`src/rtl/match_controller.sv`:
```
// match_controller: sequences a Ryu-vs-Akuma bout.
// It owns both health registers and rate-limits hit requests with per-attacker
// cooldowns. It detects KO and drives the death/freeze/winner outputs.
// Optional feature macro: MATCH_ROUND_TIMER_EN. When defined, a 99-second round
// timer runs during FIGHT, and the round ends in KO when the timer expires.
// All timers advance on the one-cycle frame_tick pulse.
module match_controller #(
  parameter logic [7:0] MAX_HEALTH   = 8'd160,
  parameter logic [7:0] HIT_COOLDOWN = 8'd30,
  parameter logic [7:0] KO_FRAMES    = 8'd180
) (
  input  logic       Clk,
  input  logic       Reset,
  input  logic       frame_tick,
  input  logic       start,
  input  logic       ryu_hit_req,
  input  logic [7:0] ryu_dmg,
  input  logic       akuma_hit_req,
  input  logic [7:0] akuma_dmg,
  output logic [7:0] RyuHealth,
  output logic [7:0] AkumaHealth,
  output logic       death,
  output logic       freeze,
  output logic [1:0] winner,
  output logic       ryu_hit_ack,
  output logic       akuma_hit_ack,
  output logic [6:0] round_time,
  output logic [1:0] state
);

  typedef enum logic [1:0] {
    ST_IDLE  = 2'b00,
    ST_FIGHT = 2'b01,
    ST_KO    = 2'b10,
    ST_OVER  = 2'b11
  } state_t;

  // Health subtraction that clamps at zero instead of wrapping.
  function automatic logic [7:0] sat_sub(input logic [7:0] minuend,
                                         input logic [7:0] amount);
    logic [7:0] result;
    if (amount >= minuend) begin
      result = 8'd0;
    end else begin
      result = minuend - amount;
    end
    return result;
  endfunction

  // The fighter with more health wins, and equal health is a draw.
  // This also covers a health KO: the fighter who is still alive has more
  // health, and a double KO means both are at zero, which is equal.
  function automatic logic [1:0] pick_winner(input logic [7:0] ryu_h,
                                             input logic [7:0] akuma_h);
    logic [1:0] result;
    if (ryu_h == akuma_h) begin
      result = 2'b11;
    end else if (ryu_h > akuma_h) begin
      result = 2'b01;
    end else begin
      result = 2'b10;
    end
    return result;
  endfunction

  state_t     state_q, state_d;
  logic [7:0] ryu_health_q, ryu_health_d;
  logic [7:0] akuma_health_q, akuma_health_d;
  logic [7:0] ryu_cd_q, ryu_cd_d;       // Ryu's lockout as an attacker
  logic [7:0] akuma_cd_q, akuma_cd_d;   // Akuma's lockout as an attacker
  logic [7:0] ko_cnt_q, ko_cnt_d;
  logic [1:0] winner_q, winner_d;
  logic       ryu_ack_q, ryu_ack_d;
  logic       akuma_ack_q, akuma_ack_d;
  logic       death_q, death_d;
  logic       freeze_q, freeze_d;
  logic       time_up_s;

`ifdef MATCH_ROUND_TIMER_EN
  logic [6:0] round_time_q, round_time_d;
  logic [5:0] frame_div_q, frame_div_d;   // counts 60 frames per second

  assign time_up_s  = (round_time_q == 7'd0);
  assign round_time = round_time_q;
`else
  assign time_up_s  = 1'b0;
  assign round_time = 7'd0;
`endif

  // Next-state logic for the bout FSM, health, cooldowns and KO counter.
  always_comb begin
    state_d        = state_q;
    ryu_health_d   = ryu_health_q;
    akuma_health_d = akuma_health_q;
    ryu_cd_d       = ryu_cd_q;
    akuma_cd_d     = akuma_cd_q;
    ko_cnt_d       = ko_cnt_q;
    winner_d       = winner_q;
    ryu_ack_d      = 1'b0;
    akuma_ack_d    = 1'b0;
`ifdef MATCH_ROUND_TIMER_EN
    round_time_d   = round_time_q;
    frame_div_d    = frame_div_q;
`endif

    case (state_q)
      ST_IDLE, ST_OVER: begin
        if (start) begin
          state_d        = ST_FIGHT;
          ryu_health_d   = MAX_HEALTH;
          akuma_health_d = MAX_HEALTH;
          ryu_cd_d       = 8'd0;
          akuma_cd_d     = 8'd0;
          ko_cnt_d       = 8'd0;
          winner_d       = 2'b00;
`ifdef MATCH_ROUND_TIMER_EN
          round_time_d   = 7'd99;
          frame_div_d    = 6'd0;
`endif
        end else begin
          state_d = state_q;
        end
      end

      ST_FIGHT: begin
        // A KO takes priority over any hit arriving in the same cycle, so a
        // finished fighter cannot turn a clean win into a draw.
        if ((ryu_health_q == 8'd0) || (akuma_health_q == 8'd0) || time_up_s) begin
          state_d  = ST_KO;
          winner_d = pick_winner(ryu_health_q, akuma_health_q);
          ko_cnt_d = KO_FRAMES;
        end else begin
          // Ryu attacking Akuma. The cooldown is judged on its current value,
          // so the tick that takes the cooldown to zero still rejects a hit.
          if (ryu_hit_req && (ryu_cd_q == 8'd0)) begin
            akuma_health_d = sat_sub(akuma_health_q, ryu_dmg);
            ryu_cd_d       = HIT_COOLDOWN;
            ryu_ack_d      = 1'b1;
          end else if (frame_tick && (ryu_cd_q != 8'd0)) begin
            ryu_cd_d = ryu_cd_q - 8'd1;
          end else begin
            ryu_cd_d = ryu_cd_q;
          end

          // Akuma attacking Ryu; evaluated independently of Ryu's hit.
          if (akuma_hit_req && (akuma_cd_q == 8'd0)) begin
            ryu_health_d = sat_sub(ryu_health_q, akuma_dmg);
            akuma_cd_d   = HIT_COOLDOWN;
            akuma_ack_d  = 1'b1;
          end else if (frame_tick && (akuma_cd_q != 8'd0)) begin
            akuma_cd_d = akuma_cd_q - 8'd1;
          end else begin
            akuma_cd_d = akuma_cd_q;
          end

`ifdef MATCH_ROUND_TIMER_EN
          // The round clock only runs here, while time remains.
          if (frame_tick) begin
            if (frame_div_q == 6'd59) begin
              frame_div_d  = 6'd0;
              round_time_d = round_time_q - 7'd1;
            end else begin
              frame_div_d  = frame_div_q + 6'd1;
            end
          end else begin
            frame_div_d = frame_div_q;
          end
`endif
        end
      end

      ST_KO: begin
        // The overlay lasts exactly KO_FRAMES ticks. The move to OVER happens
        // on the tick that would take the counter to zero.
        if (frame_tick) begin
          if (ko_cnt_q <= 8'd1) begin
            ko_cnt_d = 8'd0;
            state_d  = ST_OVER;
          end else begin
            ko_cnt_d = ko_cnt_q - 8'd1;
          end
        end else begin
          ko_cnt_d = ko_cnt_q;
        end
      end

      default: begin
        state_d = ST_IDLE;
      end
    endcase

    death_d  = (state_d == ST_KO) || (state_d == ST_OVER);
    freeze_d = (state_d != ST_FIGHT);
  end

  // State and datapath registers; a synchronous Reset overrides every update.
  always_ff @(posedge Clk) begin
    if (Reset) begin
      state_q        <= ST_IDLE;
      ryu_health_q   <= MAX_HEALTH;
      akuma_health_q <= MAX_HEALTH;
      ryu_cd_q       <= 8'd0;
      akuma_cd_q     <= 8'd0;
      ko_cnt_q       <= 8'd0;
      winner_q       <= 2'b00;
      ryu_ack_q      <= 1'b0;
      akuma_ack_q    <= 1'b0;
      death_q        <= 1'b0;
      freeze_q       <= 1'b1;
    end else begin
      state_q        <= state_d;
      ryu_health_q   <= ryu_health_d;
      akuma_health_q <= akuma_health_d;
      ryu_cd_q       <= ryu_cd_d;
      akuma_cd_q     <= akuma_cd_d;
      ko_cnt_q       <= ko_cnt_d;
      winner_q       <= winner_d;
      ryu_ack_q      <= ryu_ack_d;
      akuma_ack_q    <= akuma_ack_d;
      death_q        <= death_d;
      freeze_q       <= freeze_d;
    end
  end

`ifdef MATCH_ROUND_TIMER_EN
  // Round clock registers; the timer reads a full 99 s out of reset.
  always_ff @(posedge Clk) begin
    if (Reset) begin
      round_time_q <= 7'd99;
      frame_div_q  <= 6'd0;
    end else begin
      round_time_q <= round_time_d;
      frame_div_q  <= frame_div_d;
    end
  end
`endif

  assign state         = state_q;
  assign RyuHealth     = ryu_health_q;
  assign AkumaHealth   = akuma_health_q;
  assign winner        = winner_q;
  assign ryu_hit_ack   = ryu_ack_q;
  assign akuma_hit_ack = akuma_ack_q;
  assign death         = death_q;
  assign freeze        = freeze_q;

endmodule

```
`config.mk`:
```
export PLATFORM = sky130hd
export DESIGN_NAME = match_controller
export DESIGN_NICKNAME = d
export VERILOG_FILES = /design/src/rtl/match_controller.sv
export SDC_FILE = /design/constraint.sdc
export NUM_CORES = 1
export LEC_CHECK = 0
export CAP_MARGIN = 30
export CORE_MARGIN = 8
export CORE_UTILIZATION = 30
export DETAILED_ROUTE_END_ITERATION = 10
export DONT_BUFFER_PORTS = 1
export PLACE_DENSITY = 0.48
export SYNTH_ARGS = -nofsm -noshare
export SYNTH_HDL_FRONTEND = slang
export SYNTH_SLANG_ARGS = --single-unit
```
`constraint.sdc`:
```
create_clock -name Clk -period 2.6 [get_ports Clk]
set_input_delay 0.39 -clock Clk [delete_from_list [all_inputs] [get_ports Clk]]
set_output_delay 0.39 -clock Clk [all_outputs]
set_load 0.03 [all_outputs]
```
==> results of run 1 <==
## state kept, by name (all words and copies together), names as in the netlist
register	cells
akuma_hit_ack	1
freeze	1
ryu_cd_q	8
state	2
AkumaHealth	8
ko_cnt_q	8
winner	2
RyuHealth	8
ryu_hit_ack	1
akuma_cd_q	8
## power groups by stage
stage	combinational, mW	clock, mW	sequential, mW
floorplan	0.509	0	0.842
global placement	0.665	0	0.833
detailed placement	0.668	0	0.832
CTS	0.673	0.660	0.816
global route	0.756	0.688	0.823
finish	0.672	0.648	0.816
## through the flow
stage	utilization, %	total power [mW]
after floorplan	-	1.35
after global placement	33.5	1.50
after detailed placement	33.5	1.50
after CTS	34.7	2.15
after global routing	34.7	2.27
final	34.7	2.14
## cell families after synthesis
group,Yosys count,synth area share [%]
AND/OR/NAND/NOR,140,23.4
AO/OA/AOI/OAI,104,22.1
buffers and inverters,58,7.53
flip-flops,47,28.3
adder cells (fa/ha/maj),33,12.9
XOR/XNOR,20,5.27
other,1,0.113
multiplexers,1,0.339
## routing by layer
metal	routed length (um)	vias up	GRT usage, %
met5	0	-	0
met4	83	0	2.70
met3	531	8	2.70
met2	4070	69	20.1
met1	4350	1391	16.4
li1	-	1523	-
## cell type report
cell class / count / area share (%)
tap: 140 / 4.65
clock buffer: 6 / 1.93
clock inverter: 2 / 1.59
inverter: 41 / 4.09
timing repair buffer: 28 / 5.58
sequential: 47 / 25.0
multi-input combinational: 305 / 57.2
## worst max-delay path by stage
| stage | from | endpoint | slack [ns] | cells after the start |
|---|---|---|---|---|
| global route | akuma_cd_q[0] | akuma_cd_q[4] | 0.05 | 8 |
| detailed placement | akuma_cd_q[0] | RyuHealth[2] | 0.26 | 7 |
| global placement | akuma_cd_q[0] | RyuHealth[2] | 0.21 | 7 |
| finish | akuma_cd_q[0] | RyuHealth[2] | 0.18 | 7 |
| CTS | akuma_cd_q[0] | RyuHealth[2] | 0.22 | 7 |
| floorplan | state[0] | RyuHealth[1] | 0.29 | 7 |
## synth_stat cells, types with 3 or more instances
cell type / count / share of area, %
nand2_1: 17 / 1.9
o31ai_1: 6 / 1.4
nor2b_1: 5 / 0.94
nor4_1: 6 / 1.1
xnor2_1: 16 / 4.2
nand3_1: 9 / 1.4
a31oi_1: 5 / 0.94
a21o_1: 5 / 1.1
or4_1: 9 / 2.0
o21ai_0: 11 / 1.7
a22o_1: 6 / 1.6
inv_1: 40 / 4.5
o22ai_1: 4 / 0.75
clkbuf_1: 7 / 0.79
nand3b_1: 3 / 0.68
dfxtp_1: 47 / 28
ha_1: 31 / 12
nor3b_1: 3 / 0.68
buf_4: 8 / 1.8
xor2_1: 4 / 1.1
a211oi_1: 8 / 1.8
o211ai_1: 3 / 0.68
a21oi_1: 27 / 4.1
or3_1: 10 / 1.9
nand4_1: 10 / 1.9
nor3_1: 15 / 2.3
nor2_1: 36 / 4.1
==> flow_summary.toml, run 1 <==
[die]
fp.dieW_um = 121
die_h_um = 121
start_util_pct = 30.6
num_io_pins = 53
coreArea_um2 = 10800
die_area_um2 = 14700
rows = 38

[setup_path]
cp_data_arrival_time_ns = 2.66
cp_cell_sequence = "inv_1 > ha_1 > nor4b_1 > nand4b_1 > or4_1 > nor2_1 > a22o_1"
r2r_start = "akuma_cd_q[0]"
reg2reg_to = "RyuHealth[2]"
crit_required_ns = 2.84
timing.critical_path.slowest_stage_cell = "or4_1"
critPathTopFamily = "simple AND/OR/NAND/NOR gates"
path_buf_inv = 1
criticalPathCategory = "reg2reg"
reg2reg_depth = 7
critPathMaxFanout = 8
r2r_slack_ns = 0.18
end_kind = "flop"
start_kind = "flop"
cp_slowest_stage_delay_ns = 0.58

[logic_synthesis]
ys_seq_area_share_pct = 28.3
avgSynthCellArea_um2 = 8.22
synthCells = 404
ys_seq_elements = 47
yosysWarnings = 0
synth_ff_type = "dfxtp_1"
synth_edf_count = 0
syn-cell-area_um2 = 3320
synth_cell_types = 66
postSynth.asyncResetShare_pct = 0

[layout]
seq_area_um2 = 941
nNetsFinal = 483
drive_gt1_share_pct = 11.2
fillers = 1172
layout_common_cells = "dfxtp_1 (47), inv_1 (40), nor2_1 (36), ha_1 (31), buf_4 (28)"
diodes = 0
final_common_cell = "dfxtp_1"
areaGrowthSynthToFinish_pct = 13.4
fin_area_um2 = 3770
stdcell_count = 569
multi_input_area_um2 = 2150

[clock_network]
holdBufCountCts = 0
post_cts_resize_count = 0
numCtsBuffers = 5
cts_sinks = 47
postCtsSetupBuffers = 0
tritoncts = "done"
cts_buffer_depth = 2
clock_latency_ns = 0.30
clock_tree.root_cell = "clkbuf_8"
htree_levels = 2
clkSlewWorstSetupHoldPaths_ns = 0.10

[run]
maxCapViolations = 0

[placement]
hpwlAfterDp_um = 7190
dpl_worst_slack_ns = 0.259
gp_congestion = 0.841
dpl.cell_count = 561
port_buffers = 0
placed_cell_area_um2 = 3630

[sta]
setup_slack_ns = 0.184
fmax_ghz = 0.414
rsz0062_at_grt = "false"
slew_headroom_pct = 34.1
maxSlewViolCount = 0
period_share_pct = 92.9
finalHoldViolations = 0
worst_hold_slack_ns = 0.144
fin_setup_tns_ns = 0
fin_skew_ns = 0.0119
finalSetupViolCount = 0
period_needed_ns = 2.42
worst_pin_slew_ns = 0.980

[pwr]
power.leakage_nw = 1.59
power.internal_mw = 1.43
ir_worst_vdd_v = 0.000224
power.density_nw_per_um2 = 567
switchingPower_mw = 0.707
p_seq_share_pct = 38.2
power.share.combinational_pct = 31.5
p_clk_share_pct = 30.3
netSwitchingFraction_pct = 33.1

[drt]
wl_um = 9030
num_vias = 2991
dr.pass1.iters = 4
ant_nets = 0
drt_iter0_markers = 169
vias_per_cell = 5.26
wl_per_cell_um = 15.9
drc_errors = 0

[grt]
antenna_found_initial = 0
grt_pass1_vias = 2955
grt_max_degree = 30
overflow = 0
gr-usage-all-layers_pct = 12.4
grt_pass1_wl_um = 15000

[run_status]
outcome = "completed"

[hold_path]
min-delay-start = "Reset"
hold_path_end = "ko_cnt_q[5]"
min_path_type = "in2reg"
hold_depth = 1
Note: power is estimated with default switching activity, not from simulation.
==> run 2: changes to the inputs <==
Settings changed: RECOVER_POWER from default to 25.
==> run 2 against run 1 <==
Against the previous run:
- first-iteration DRC count rose by 1.8%
- largest cell class unchanged
- power fell by 0.16%
- setup slack worse by 0.0025 ns
- worst hold slack got worse by 0.0038 ns
- critical endpoint unchanged
- clock power about the same
- clock-buffer cell count unchanged
- critical path type unchanged
- fmax down 0.10%
- sequential share of layout area up 0.25 points
==> flow_summary.toml, run 2 (synthesized netlist as in run 1, its figures left out) <==
[die]
fp.dieW_um = 121
die_area_um2 = 14700
rows = 38
num_io_pins = 53
die_h_um = 121
coreArea_um2 = 10800
start_util_pct = 30.6

[setup_path]
end_kind = "flop"
cp_data_arrival_time_ns = 2.66
start_kind = "flop"
critPathLaunch = "akuma_cd_q[0]"
crit_required_ns = 2.84
r2r_start = "akuma_cd_q[0]"
crit_end = "RyuHealth[2]"
r2r_slack_ns = 0.18
critPathMaxFanout = 8
reg2reg_depth = 7
reg2reg_to = "RyuHealth[2]"
criticalPathCategory = "reg2reg"

[drt]
vias_per_cell = 5.24
num_vias = 2984
drt_iter0_markers = 172
dr.pass1.iters = 4
wl_per_cell_um = 15.9
ant_nets = 0
drc_errors = 0
wl_um = 9030

[sta]
period_share_pct = 93.0
slew_headroom_pct = 34.6
finalHoldViolations = 0
period_needed_ns = 2.42
worst_pin_slew_ns = 0.973
fin_setup_tns_ns = 0
maxSlewViolCount = 0
rsz0062_at_grt = "false"
worst_hold_slack_ns = 0.140
fmax_ghz = 0.413
fin_skew_ns = 0.0122
finalSetupViolCount = 0

[clock_network]
postCtsSetupBuffers = 0
tritoncts = "done"
htree_levels = 2
numCtsBuffers = 5
cts_buffer_depth = 2
holdBufCountCts = 0
clock_tree.root_cell = "clkbuf_8"
clkSlewWorstSetupHoldPaths_ns = 0.10
cts_sinks = 47
post_cts_resize_count = 0
clock_latency_ns = 0.30

[pwr]
ir_worst_vdd_v = 0.000224
power.leakage_nw = 1.55
p_total_mw = 2.13
p_clk_share_pct = 30.3
p_seq_share_pct = 38.3
netSwitchingFraction_pct = 33.2
power.internal_mw = 1.42
power.density_nw_per_um2 = 572
power.share.combinational_pct = 31.5
switchingPower_mw = 0.708

[layout]
areaGrowthSynthToFinish_pct = 12.2
layout_common_cells = "dfxtp_1 (47), inv_1 (40), nor2_1 (36), ha_1 (31), a21oi_1 (27)"
drive_gt1_share_pct = 8.86
diodes = 0
final_common_cell = "dfxtp_1"
nNetsFinal = 483
fin_area_um2 = 3730
stdcell_count = 569

[run]
maxCapViolations = 0

[run_status]
outcome = "completed"

[placement]
placed_cell_area_um2 = 3630
gp_congestion = 0.841
dpl.cell_count = 561
port_buffers = 0
hpwlAfterDp_um = 7190

[grt]
antenna_found_initial = 0
overflow = 0
grt_pass1_vias = 2955
gr-usage-all-layers_pct = 12.4
grt_pass1_wl_um = 15000
grt_max_degree = 30

[hold_path]
min_path_type = "in2reg"
min-delay-start = "Reset"
==> run 2: per-layer routing <==
layer / routed length, um / part of all wire (%) / GRT usage [%]
met5: 0 / 0 / 0
met4: 75 / 0.83 / 2.70
met3: 559 / 6.2 / 2.70
met2: 4050 / 45 / 20.1
met1: 4350 / 48 / 16.4
==> run 2: layout make-up <==
cell class                 instances  area [um^2]
multi-input combinational        305         2150
inverter                          41          154
fill                            1181         7110
timing repair buffer              28          173
clock inverter                     2         60.1
tap                              140          175
sequential                        47          941
clock buffer                       6         72.6
==> run 2: worst min path at each step <==
stage | cells after the start | to | slack [ns]
after global placement | 2 | AkumaHealth[3] | 0.46
after floorplan | 2 | ko_cnt_q[5] | 0.45
after global routing | 1 | ko_cnt_q[5] | 0.12
final | 1 | ko_cnt_q[5] | 0.14
after CTS | 1 | ko_cnt_q[5] | 0.13
after detailed placement | 2 | AkumaHealth[3] | 0.46
==> run 2: per-stage QoR <==
stage                     setup WS [ns]  utilization [%]
final                             0.181             34.4
after global routing             0.0302             34.4
after CTS                         0.219             34.7
after detailed placement          0.259             33.5
after global placement            0.205             33.5
after floorplan                   0.289                -
==> run 2: worst max-delay path: stages (launching register included) <==
cell	delay, ns
dfxtp_1	0.34
inv_1	0.08
ha_1	0.18
nor4b_1	0.34
nand4b_1	0.38
or4_1	0.58
nor2_1	0.27
a22o_1	0.19
==> run 2: power groups by stage <==
stage,logic [mW],clock network [mW],registers [mW]
floorplan,0.509,0,0.842
global placement,0.665,0,0.833
finish,0.671,0.646,0.816
CTS,0.673,0.660,0.816
global route,0.752,0.688,0.823
detailed placement,0.668,0,0.832
==> run 3: changes to the inputs <==
Settings changed: CTS_BUF_LIST from default to sky130_fd_sc_hd__clkbuf_8.
==> run 3 against run 2 <==
Against the previous run:
- die area did not move
- clock power shrank 0.6%
- highest routed layer unchanged
- largest power group unchanged
- setup slack did not move
- power decreased by 0.16%
- sequential share of layout area did not move
- critical path type unchanged
- via count is the same
- critical path depth did not move
- cell count is the same
- first-iteration DRC count stayed put
==> flow_summary.toml, run 3 (synthesized netlist as in run 1, its figures left out) <==
[drt]
drc_errors = 0
wl_um = 9030
dr.pass1.iters = 4
ant_nets = 0
drt_iter0_markers = 172
wl_per_cell_um = 15.9
num_vias = 2984
vias_per_cell = 5.24

[placement]
dpl_worst_slack_ns = 0.259
gp_congestion = 0.841
placed_cell_area_um2 = 3630
port_buffers = 0
dpl.cell_count = 561
hpwlAfterDp_um = 7190

[clock_network]
cts_sinks = 47
htree_levels = 2
postCtsSetupBuffers = 0
clkSlewWorstSetupHoldPaths_ns = 0.10
numCtsBuffers = 5
clock_tree.root_cell = "clkbuf_8"
clock_latency_ns = 0.30
cts_buffer_depth = 2
tritoncts = "done"
holdBufCountCts = 0
post_cts_resize_count = 0

[setup_path]
reg2reg_depth = 7
criticalPathCategory = "reg2reg"
end_kind = "flop"
cp_slowest_stage_delay_ns = 0.58
start_kind = "flop"
crit_required_ns = 2.84
critPathTopFamily = "simple AND/OR/NAND/NOR gates"
path_buf_inv = 1
critPathMaxFanout = 8
cp_cell_sequence = "inv_1 > ha_1 > nor4b_1 > nand4b_1 > or4_1 > nor2_1 > a22o_1"
timing.critical_path.slowest_stage_cell = "or4_1"
crit_cells = 7
cp_data_arrival_time_ns = 2.66

[grt]
grt_pass1_vias = 2955
overflow = 0
gr-usage-all-layers_pct = 12.4
grt_max_degree = 30
grt_pass1_wl_um = 15000
antenna_found_initial = 0

[die]
die_h_um = 121
rows = 38
fp.dieW_um = 121
coreArea_um2 = 10800
die_area_um2 = 14700
num_io_pins = 53
start_util_pct = 30.6

[layout]
fin_util_pct = 34.4
nNetsFinal = 483
final_common_cell = "dfxtp_1"
fin_area_um2 = 3730
areaGrowthSynthToFinish_pct = 12.2
drive_gt1_share_pct = 8.86
stdcell_count = 569
diodes = 0
layout_common_cells = "dfxtp_1 (47), inv_1 (41), nor2_1 (36), ha_1 (31), a21oi_1 (27)"

[pwr]
netSwitchingFraction_pct = 33.3
power.internal_mw = 1.42
p_seq_share_pct = 38.3
ir_worst_vdd_v = 0.000224
switchingPower_mw = 0.708
power.leakage_nw = 1.56
power.density_nw_per_um2 = 571
power.share.combinational_pct = 31.5
p_clk_share_pct = 30.2

[sta]
finalSetupViolCount = 0
rsz0062_at_grt = "false"
fin_skew_ns = 0.0122
fmax_ghz = 0.413
maxSlewViolCount = 0
period_needed_ns = 2.42
finalHoldViolations = 0
worst_pin_slew_ns = 0.973
fin_setup_tns_ns = 0
slew_headroom_pct = 34.6
period_share_pct = 93.0
setup_slack_ns = 0.181

[hold_path]
min_path_type = "in2reg"
hold_depth = 1

[run]
maxCapViolations = 0

[run_status]
outcome = "completed"
[run 3: cell count changes in the layout (fill, tap and decap cells not counted)]
cell	previous run	this run
clkbuf_1	11	10
inv_1	40	41
[run 3: metal layers]
metal / global-route usage, % / routed length (um) / vias up
li1: - / - / 1526
met1: 16.4 / 4350 / 1388
met2: 20.1 / 4050 / 64
met3: 2.70 / 559 / 6
met4: 2.70 / 75 / 0
met5: 0 / 0 / -
[run 3: layout make-up]
class                           instances  area, um^2
Sequential cell                        47         941
Timing Repair Buffer                   28         173
Inverter                               41         154
Fill cell                            1181        7110
Clock buffer                            5        68.8
Clock inverter                          3        63.8
Multi-Input combinational cell        305        2150
Tap cell                              140         175
[run 3: final timing paths]
path,to,slack (ns),from
setup / recovery,RyuHealth[2],0.18,akuma_cd_q[0]
hold / removal,ko_cnt_q[5],0.14,Reset
setup reg to reg,RyuHealth[2],0.18,akuma_cd_q[0]
hold reg to reg,AkumaHealth[3],0.47,AkumaHealth[3]
[run 3: worst register-to-register path: stages, from the launching register on]
cell	delay [ns]
dfxtp_1	0.34
inv_1	0.08
ha_1	0.18
nor4b_1	0.34
nand4b_1	0.38
or4_1	0.58
nor2_1	0.27
a22o_1	0.19
[run 3: stage by stage]
| step | hold slack [ns] | power (mW) |
|---|---|---|
| final | 0.140 | 2.13 |
| after global routing | 0.122 | 2.26 |
| after CTS | 0.133 | 2.14 |
| after detailed placement | 0.462 | 1.50 |
| after global placement | 0.464 | 1.50 |
| after floorplan | 0.452 | 1.35 |
[run 3: power by group through the flow]
stage	Sequential, mW	Combinational (mW)	Clock (mW)
2_1_floorplan	0.842	0.509	0
5_1_grt	0.823	0.752	0.685
4_1_cts	0.816	0.673	0.656
6_report	0.816	0.671	0.642
3_3_place_gp	0.833	0.665	0
3_5_place_dp	0.832	0.668	0
